File: src/rtl/spi_pkg.sv
// Shared types and frame-width helper for the parametrised SPI subordinate.
// Optional feature macro: SPI_SUB_PARITY_EN (trailing even-parity bit on
// both request and response frames).
package spi_pkg;

    localparam int OP_W = 2;

    typedef enum logic [OP_W-1:0] {
        OP_READ  = 2'b00,
        OP_WRITE = 2'b01
    } op_e;

    typedef enum logic [2:0] {
        ST_IDLE,
        ST_RX,
        ST_ACCESS,
        ST_TX,
        ST_DONE
    } state_e;

`ifdef SPI_SUB_PARITY_EN
    localparam bit PARITY_EN = 1'b1;
`else
    localparam bit PARITY_EN = 1'b0;
`endif

    // Serial frame length: {op, addr, data} plus an optional parity bit.
    function automatic int frame_w(input int addr_w, input int data_w, input bit parity);
        return OP_W + addr_w + data_w + (parity ? 1 : 0);
    endfunction

endpackage

File: src/rtl/spi_sub_shifter.sv
// Serial datapath of the SPI subordinate: request shift-in on posedge,
// response parallel load and shift on posedge, MISO driven on negedge,
// plus the shared bit counter. All sequencing comes from the FSM.
module spi_sub_shifter #(
    parameter int FRAME_W = 44,
    parameter int CNT_W   = 6
) (
    input  logic               clk,
    input  logic               rst,
    input  logic               mosi,
    input  logic               shift_in_en,
    input  logic               rx_clr,
    input  logic               tx_load,
    input  logic [FRAME_W-1:0] tx_data,
    input  logic               tx_shift_en,
    input  logic               drive_en,
    input  logic               cnt_inc,
    input  logic               cnt_clr,
    output logic [FRAME_W-1:0] rx_next,
    output logic [CNT_W-1:0]   cnt,
    output logic               miso
);

    logic [FRAME_W-1:0] rx_q, rx_d;
    logic [FRAME_W-1:0] tx_q, tx_d;
    logic [CNT_W-1:0]   cnt_q, cnt_d;
    logic               miso_q, miso_d;

    // Next-state of shift registers, counter and the MISO driver.
    always_comb begin
        rx_next = {rx_q[FRAME_W-2:0], mosi};
        rx_d    = rx_q;
        tx_d    = tx_q;
        cnt_d   = cnt_q;
        miso_d  = drive_en ? tx_q[FRAME_W-1] : 1'b0;
        if (rx_clr) begin
            rx_d = '0;
        end else if (shift_in_en) begin
            rx_d = rx_next;
        end
        if (tx_load) begin
            tx_d = tx_data;
        end else if (tx_shift_en) begin
            tx_d = {tx_q[FRAME_W-2:0], 1'b0};
        end
        if (cnt_clr) begin
            cnt_d = '0;
        end else if (cnt_inc) begin
            cnt_d = cnt_q + CNT_W'(1);
        end
    end

    // Posedge state: sample MOSI, advance the response, count bits.
    always_ff @(posedge clk or posedge rst) begin
        if (rst) begin
            rx_q  <= '0;
            tx_q  <= '0;
            cnt_q <= '0;
        end else begin
            rx_q  <= rx_d;
            tx_q  <= tx_d;
            cnt_q <= cnt_d;
        end
    end

    // MISO only changes on negedge so the main can sample it on posedge.
    always_ff @(negedge clk or posedge rst) begin
        if (rst) begin
            miso_q <= 1'b0;
        end else begin
            miso_q <= miso_d;
        end
    end

    assign cnt  = cnt_q;
    assign miso = miso_q;

endmodule

File: src/rtl/spi_sub_param.sv
// Parametrised mode-0 SPI subordinate. Receives {op, addr, data} MSB first,
// performs one single-cycle memory read or write, then echoes
// {op, addr, data} back on MISO after one turnaround cycle.
// Optional feature macro: SPI_SUB_PARITY_EN.
module spi_sub_param
    import spi_pkg::*;
#(
    parameter int ADDR_W = 10,
    parameter int DATA_W = 32
) (
    input  logic              sclk,
    input  logic              rst,
    input  logic              cs_n,
    input  logic              mosi,
    output logic              miso,
    output logic              r_en,
    output logic              w_en,
    output logic [ADDR_W-1:0] addr,
    output logic [DATA_W-1:0] data_o,
    input  logic [DATA_W-1:0] data_i,
    output logic              busy,
    output logic              err
);

    localparam int FRAME_W = frame_w(ADDR_W, DATA_W, PARITY_EN);
    localparam int BODY_W  = OP_W + ADDR_W + DATA_W;
    localparam int CNT_W   = $clog2(FRAME_W + 1);
    localparam logic [CNT_W-1:0] LAST_BIT = CNT_W'(FRAME_W - 1);

    state_e              state_q, state_d;
    logic                r_en_q, r_en_d;
    logic                w_en_q, w_en_d;
    logic                err_q, err_d;
    logic                busy_q, busy_d;
    logic [ADDR_W-1:0]   addr_q, addr_d;
    logic [DATA_W-1:0]   data_o_q, data_o_d;
    logic [OP_W-1:0]     op_q, op_d;
    logic                illegal_q, illegal_d;
    logic                par_fail_q, par_fail_d;

    logic                shift_in_en, rx_clr, tx_load, tx_shift_en, cnt_inc, cnt_clr;
    logic                drive_en;
    logic [FRAME_W-1:0]  rx_next, tx_data;
    logic [CNT_W-1:0]    cnt;

    logic [BODY_W-1:0]   rx_body, resp_body;
    logic [OP_W-1:0]     rx_op;
    logic [ADDR_W-1:0]   rx_addr;
    logic [DATA_W-1:0]   rx_data, resp_data;
    logic                par_ok;

    // Fields decoded from the request including the bit being sampled now,
    // so the memory-side registers are valid in the first ACCESS cycle.
    assign rx_body = rx_next[FRAME_W-1 -: BODY_W];
    assign rx_op   = rx_body[BODY_W-1 -: OP_W];
    assign rx_addr = rx_body[DATA_W +: ADDR_W];
    assign rx_data = rx_body[DATA_W-1:0];

    // Echoed data: all ones for an illegal op, zero on a parity failure,
    // memory read data for reads, the received data otherwise.
    always_comb begin
        resp_data = data_o_q;
        if (par_fail_q) begin
            resp_data = '0;
        end else if (illegal_q) begin
            resp_data = '1;
        end else if (op_q == OP_READ) begin
            resp_data = data_i;
        end
    end

    assign resp_body = {op_q, addr_q, resp_data};

`ifdef SPI_SUB_PARITY_EN
    assign par_ok  = ~^rx_next;
    assign tx_data = {resp_body, ^resp_body};
`else
    assign par_ok  = 1'b1;
    assign tx_data = resp_body;
`endif

    assign drive_en = (state_q == ST_TX);

    // FSM next-state, memory-side register and shifter control decode.
    always_comb begin
        state_d     = state_q;
        r_en_d      = r_en_q;
        w_en_d      = w_en_q;
        err_d       = err_q;
        busy_d      = busy_q;
        addr_d      = addr_q;
        data_o_d    = data_o_q;
        op_d        = op_q;
        illegal_d   = illegal_q;
        par_fail_d  = par_fail_q;
        shift_in_en = 1'b0;
        rx_clr      = 1'b0;
        tx_load     = 1'b0;
        tx_shift_en = 1'b0;
        cnt_inc     = 1'b0;
        cnt_clr     = 1'b0;
        case (state_q)
            ST_IDLE: begin
                if (!cs_n) begin
                    shift_in_en = 1'b1;
                    cnt_inc     = 1'b1;
                    busy_d      = 1'b1;
                    state_d     = ST_RX;
                end
            end
            ST_RX: begin
                if (cs_n) begin
                    rx_clr  = 1'b1;
                    cnt_clr = 1'b1;
                    busy_d  = 1'b0;
                    state_d = ST_IDLE;
                end else begin
                    shift_in_en = 1'b1;
                    cnt_inc     = 1'b1;
                    if (cnt == LAST_BIT) begin
                        op_d       = rx_op;
                        addr_d     = rx_addr;
                        data_o_d   = rx_data;
                        illegal_d  = rx_op[1];
                        par_fail_d = !par_ok;
                        err_d      = rx_op[1] | !par_ok;
                        r_en_d     = par_ok & (rx_op == OP_READ);
                        w_en_d     = par_ok & (rx_op == OP_WRITE);
                        state_d    = ST_ACCESS;
                    end
                end
            end
            ST_ACCESS: begin
                // One cycle regardless of cs_n: the access always completes.
                r_en_d  = 1'b0;
                w_en_d  = 1'b0;
                err_d   = 1'b0;
                tx_load = 1'b1;
                cnt_clr = 1'b1;
                state_d = ST_TX;
            end
            ST_TX: begin
                if (cs_n) begin
                    cnt_clr = 1'b1;
                    busy_d  = 1'b0;
                    state_d = ST_IDLE;
                end else begin
                    tx_shift_en = 1'b1;
                    cnt_inc     = 1'b1;
                    if (cnt == LAST_BIT) begin
                        cnt_clr = 1'b1;
                        busy_d  = 1'b0;
                        state_d = ST_DONE;
                    end
                end
            end
            ST_DONE: begin
                if (cs_n) begin
                    cnt_clr = 1'b1;
                    state_d = ST_IDLE;
                end
            end
            default: begin
                state_d = ST_IDLE;
            end
        endcase
    end

    // FSM state and registered outputs.
    always_ff @(posedge sclk or posedge rst) begin
        if (rst) begin
            state_q    <= ST_IDLE;
            r_en_q     <= 1'b0;
            w_en_q     <= 1'b0;
            err_q      <= 1'b0;
            busy_q     <= 1'b0;
            addr_q     <= '0;
            data_o_q   <= '0;
            op_q       <= '0;
            illegal_q  <= 1'b0;
            par_fail_q <= 1'b0;
        end else begin
            state_q    <= state_d;
            r_en_q     <= r_en_d;
            w_en_q     <= w_en_d;
            err_q      <= err_d;
            busy_q     <= busy_d;
            addr_q     <= addr_d;
            data_o_q   <= data_o_d;
            op_q       <= op_d;
            illegal_q  <= illegal_d;
            par_fail_q <= par_fail_d;
        end
    end

    spi_sub_shifter #(
        .FRAME_W (FRAME_W),
        .CNT_W   (CNT_W)
    ) u_shifter (
        .clk         (sclk),
        .rst         (rst),
        .mosi        (mosi),
        .shift_in_en (shift_in_en),
        .rx_clr      (rx_clr),
        .tx_load     (tx_load),
        .tx_data     (tx_data),
        .tx_shift_en (tx_shift_en),
        .drive_en    (drive_en),
        .cnt_inc     (cnt_inc),
        .cnt_clr     (cnt_clr),
        .rx_next     (rx_next),
        .cnt         (cnt),
        .miso        (miso)
    );

    assign r_en   = r_en_q;
    assign w_en   = w_en_q;
    assign err    = err_q;
    assign busy   = busy_q;
    assign addr   = addr_q;
    assign data_o = data_o_q;

endmodule

File: config.mk
export PLATFORM = sky130hd
export DESIGN_NAME = spi_sub_param
export DESIGN_NICKNAME = d
export VERILOG_FILES = /design/src/rtl/spi_pkg.sv /design/src/rtl/spi_sub_shifter.sv /design/src/rtl/spi_sub_param.sv
export SDC_FILE = /design/constraint.sdc
export NUM_CORES = 1
export LEC_CHECK = 0
export CAP_MARGIN = 20
export CORE_MARGIN = 3
export CORE_UTILIZATION = 30
export DETAILED_ROUTE_END_ITERATION = 6
export HOLD_SLACK_MARGIN = 0.12
export PLACE_DENSITY = 0.53
export SLEW_MARGIN = 25
export SYNTH_ARGS = -nofsm -noshare
export SYNTH_HDL_FRONTEND = slang
export SYNTH_SLANG_ARGS = --single-unit
export TNS_END_PERCENT = 30
File: constraint.sdc
create_clock -name sclk -period 5.4 [get_ports sclk]
set_input_delay 1.08 -clock sclk [delete_from_list [all_inputs] [get_ports sclk]]
set_output_delay 1.08 -clock sclk [all_outputs]
set_load 0.05 [all_outputs]
==> metrics.md <==
| Metric | Value |
|---|---|
| Status | completed |
| Post-layout nets | 613 |
| DR vias | 4278 |
| Core area | 20600 µm² |
| Max incr delay on CP | 380 ps |
| Initial core utilization | 0.312 |
| Post-synth top area share | 0.560 |
| Worst VDD drop | 0.228 mV |
| CP max stage cell | dfrtn_1 |
| Max Cap Viol | 0 |
| Final setup violating endpoints | 0 |
| Synthesized area per cell | 12.7 µm² |
| Die area | 23200 µm² |
| Layout area overhead | 25.2% |
| GRT Util Overall | 0.128 |
| Maximum clock path buffer count | 2 |
| Placed Instance Area | 7450 µm² |
| Pwr per Cell Area | 302 nW/µm² |
| Syn Nets | 545 |
| Initial antenna violation count | 0 |
| Final wirelength | 14600 µm |
| Area leader, netlist | dfrtp_1 |
| Post-CTS Setup Inserts | 0 |
| Crit-path cells | buf_4 |
| Type of the worst min-delay path | reg2reg |
| Vias in the first global route | 4373 |
| Synth Instances | 508 |
| Worst-Margin Slew | 1000 ps |
| Die Y | 152 µm |
| Leak Pwr | 3.58 nW |
| Detailed Place HPWL | 9290 µm |
| WS Path Type | reg2out |
| Worst setup EP type | output port |
| Reg clk slew, reported paths | 60 ps |
| Final Max Tran Viols | 0 |
| Most used DFF post-synth | dfrtp_1 |
| DRC | 0 |
| Final GP Congestion | 0.724 |
| Routed Antenna Nets | 0 |
| Critical Path AT | 3660 ps |
| Post-route clock skew | 22.0 ps |
| CTS Sinks | 145 |
| I/O pin cnt | 83 |
| Seq cells post-synth | 145 |
| Area contributors post-synth | dfrtp_1, mux2_4, a22o_1 |
| Skew-Pair Late Insertion Delay | 410 ps |
| Startpoint types | register |
| Final instance area | 8060 µm² |
| Antenna diodes | 0 |
| CTS Buf Count | 17 |
| Synthesized area | 6430 µm² |
| Total gr overflow | 0 |
| WP buf/inv | 1 |
| Final Hold Fails | 0 |
| Layout cells sized above 1 | 0.160 |
| Ys Warns | 0 |
| Die Width | 152 µm |
| CTS tree | yes |
| Overall power | 2.43 mW |
| RSZ-0062 raised after global routing | no |
| DR pass1 iterations | 6 |
| Yosys cell types | 44 |
| Rel. slew slack | 0.329 |
| Post-CTS sizing | 0 |
| Vias per cell | 4.98 |
| # fillers | 1940 |
| Ys async rst share | 1.00 |
| Largest net degree at the start of global routing | 75 |
| Initial DRC count | 249 |
| H-tree depth | 4 |
| Hold-fix buffers, CTS | 0 |
| First-pass GRT wire length | 24300 µm |
| Sequential area share after synthesis | 0.564 |
| EDFF count, synth | 0 |
| Data required, critical path | 4320 ps |
| Rows | 52 |
| CTS root buf | clkbuf_16 |
| DR WL/cell | 17.0 µm |
| Crit path max-delay family | flip-flops |
| # port buffers | 82 |
| CP max FO | 1 |
## power by group
group | switching [mW] | leakage, nW | internal, mW
clock | 0.449 | 0.291 | 0.741
combinational | 0.0609 | 1.35 | 0.0521
sequential | 0.0181 | 1.93 | 1.11
## path summary, 6_finish.rpt
check                                      to                from  cells after the start  slack (ps)
max reg2reg                    u_shifter.miso          state_q[1]                      2        1500
min in group asynchronous  u_shifter.tx_q[34]                 rst                      3        1360
min                        u_shifter.tx_q[41]  u_shifter.tx_q[41]                      2         480
max in group asynchronous      u_shifter.miso                 rst                      2        1750
max                                      miso      u_shifter.miso                      1         660
min reg2reg                u_shifter.tx_q[41]  u_shifter.tx_q[41]                      2         480
## through the flow
stage | std cells | worst slack, ps | util | hold WS [ps] | setup TNS, ps
after floorplan | 508 | -88.9 | - | 446 | -88.9
after global placement | 827 | 1060 | 0.361 | 461 | 0
after detailed placement | 827 | 1060 | 0.361 | 463 | 0
after CTS | 859 | 635 | 0.390 | 483 | 0
after global routing | 859 | 633 | 0.391 | 510 | 0
final | 859 | 661 | 0.391 | 478 | 0
## synthesized netlist by cell type, types with 2 or more instances
master and count:
nor2_1 15, o21ai_0 10, buf_6 6, mux2i_1 27, a21oi_1 31, inv_1 4
nand2b_1 2, nand3_1 9, dfrtp_1 144, mux2_4 41, o21ai_1 2, nor3b_2 2
mux2_2 2, a211oi_1 5, a22o_1 43, a22oi_1 14, buf_2 5, nand2_1 30
a2111oi_0 28, and2b_1 2, clkbuf_1 23, buf_4 6, xor2_1 2, nor3_1 3
xnor2_1 3, nor2b_1 31
## per-layer routing
| metal | wire [µm] | vias to the layer above | GRT usage | share of wire |
|---|---|---|---|---|
| met4 | 275 | 0 | 0.0552 | 0.019 |
| met2 | 6670 | 83 | 0.192 | 0.46 |
| li1 | - | 2024 | - | - |
| met5 | 0 | - | 0 | 0 |
| met3 | 438 | 19 | 0.0278 | 0.030 |
| met1 | 7240 | 2152 | 0.180 | 0.49 |
## area by class of cell
class / instances / area (µm²) / share of cell area
Clock buffer: 20 / 447 / 0.0554
Clock inverter: 12 / 155 / 0.0193
Timing Repair Buffer: 90 / 878 / 0.109
Multi-Input combinational cell: 318 / 2590 / 0.321
Tap cell: 270 / 338 / 0.0419
Sequential cell: 145 / 3630 / 0.451
Inverter: 4 / 18.8 / 0.00233
## placed cells by master (no fill, tap or decap), drive strengths merged, types with 3 or more instances in the layout
| cell | count |
|---|---|
| a22oi | 14 |
| clkdlybuf4s50 | 81 |
| inv | 6 |
| clkbuf | 20 |
| buf | 9 |
| xnor2 | 3 |
| a2111oi | 28 |
| nor2 | 15 |
| bufinv | 3 |
| dfrtp | 144 |
| mux2i | 27 |
| nor2b | 31 |
| a21oi | 31 |
| clkinv | 4 |
| a22o | 43 |
| nand3 | 9 |
| nor3b | 3 |
| o21ai | 12 |
| a211oi | 5 |
| nand2 | 30 |
| mux2 | 43 |
| clkinvlp | 3 |
| nor3 | 4 |
## cell families (layout without fill, tap and decap cells)
family / Yosys count / in the layout / share of synthesized area
muxes: 70 / 70 / 0.141
adders and majority gates: 1 / 1 / 0.00194
xor gates and xnor gates: 5 / 5 / 0.00681
AOI/OAI and AO/OA: 138 / 138 / 0.158
DFF: 145 / 145 / 0.564
buffers and inverters: 45 / 126 / 0.0379
and+or+nand+nor: 104 / 104 / 0.0901
## flip-flops by register name (all words and copies together), names as in the netlist
signal and flops:
addr 10, busy 1, data_o 32, err 1, op_q 2, r_en 1, state_q 3, u_shifter.cnt 6
u_shifter.miso 1, u_shifter.rx_q 43, u_shifter.tx_q 44, w_en 1
Note: power is estimated with default switching activity, not from simulation.
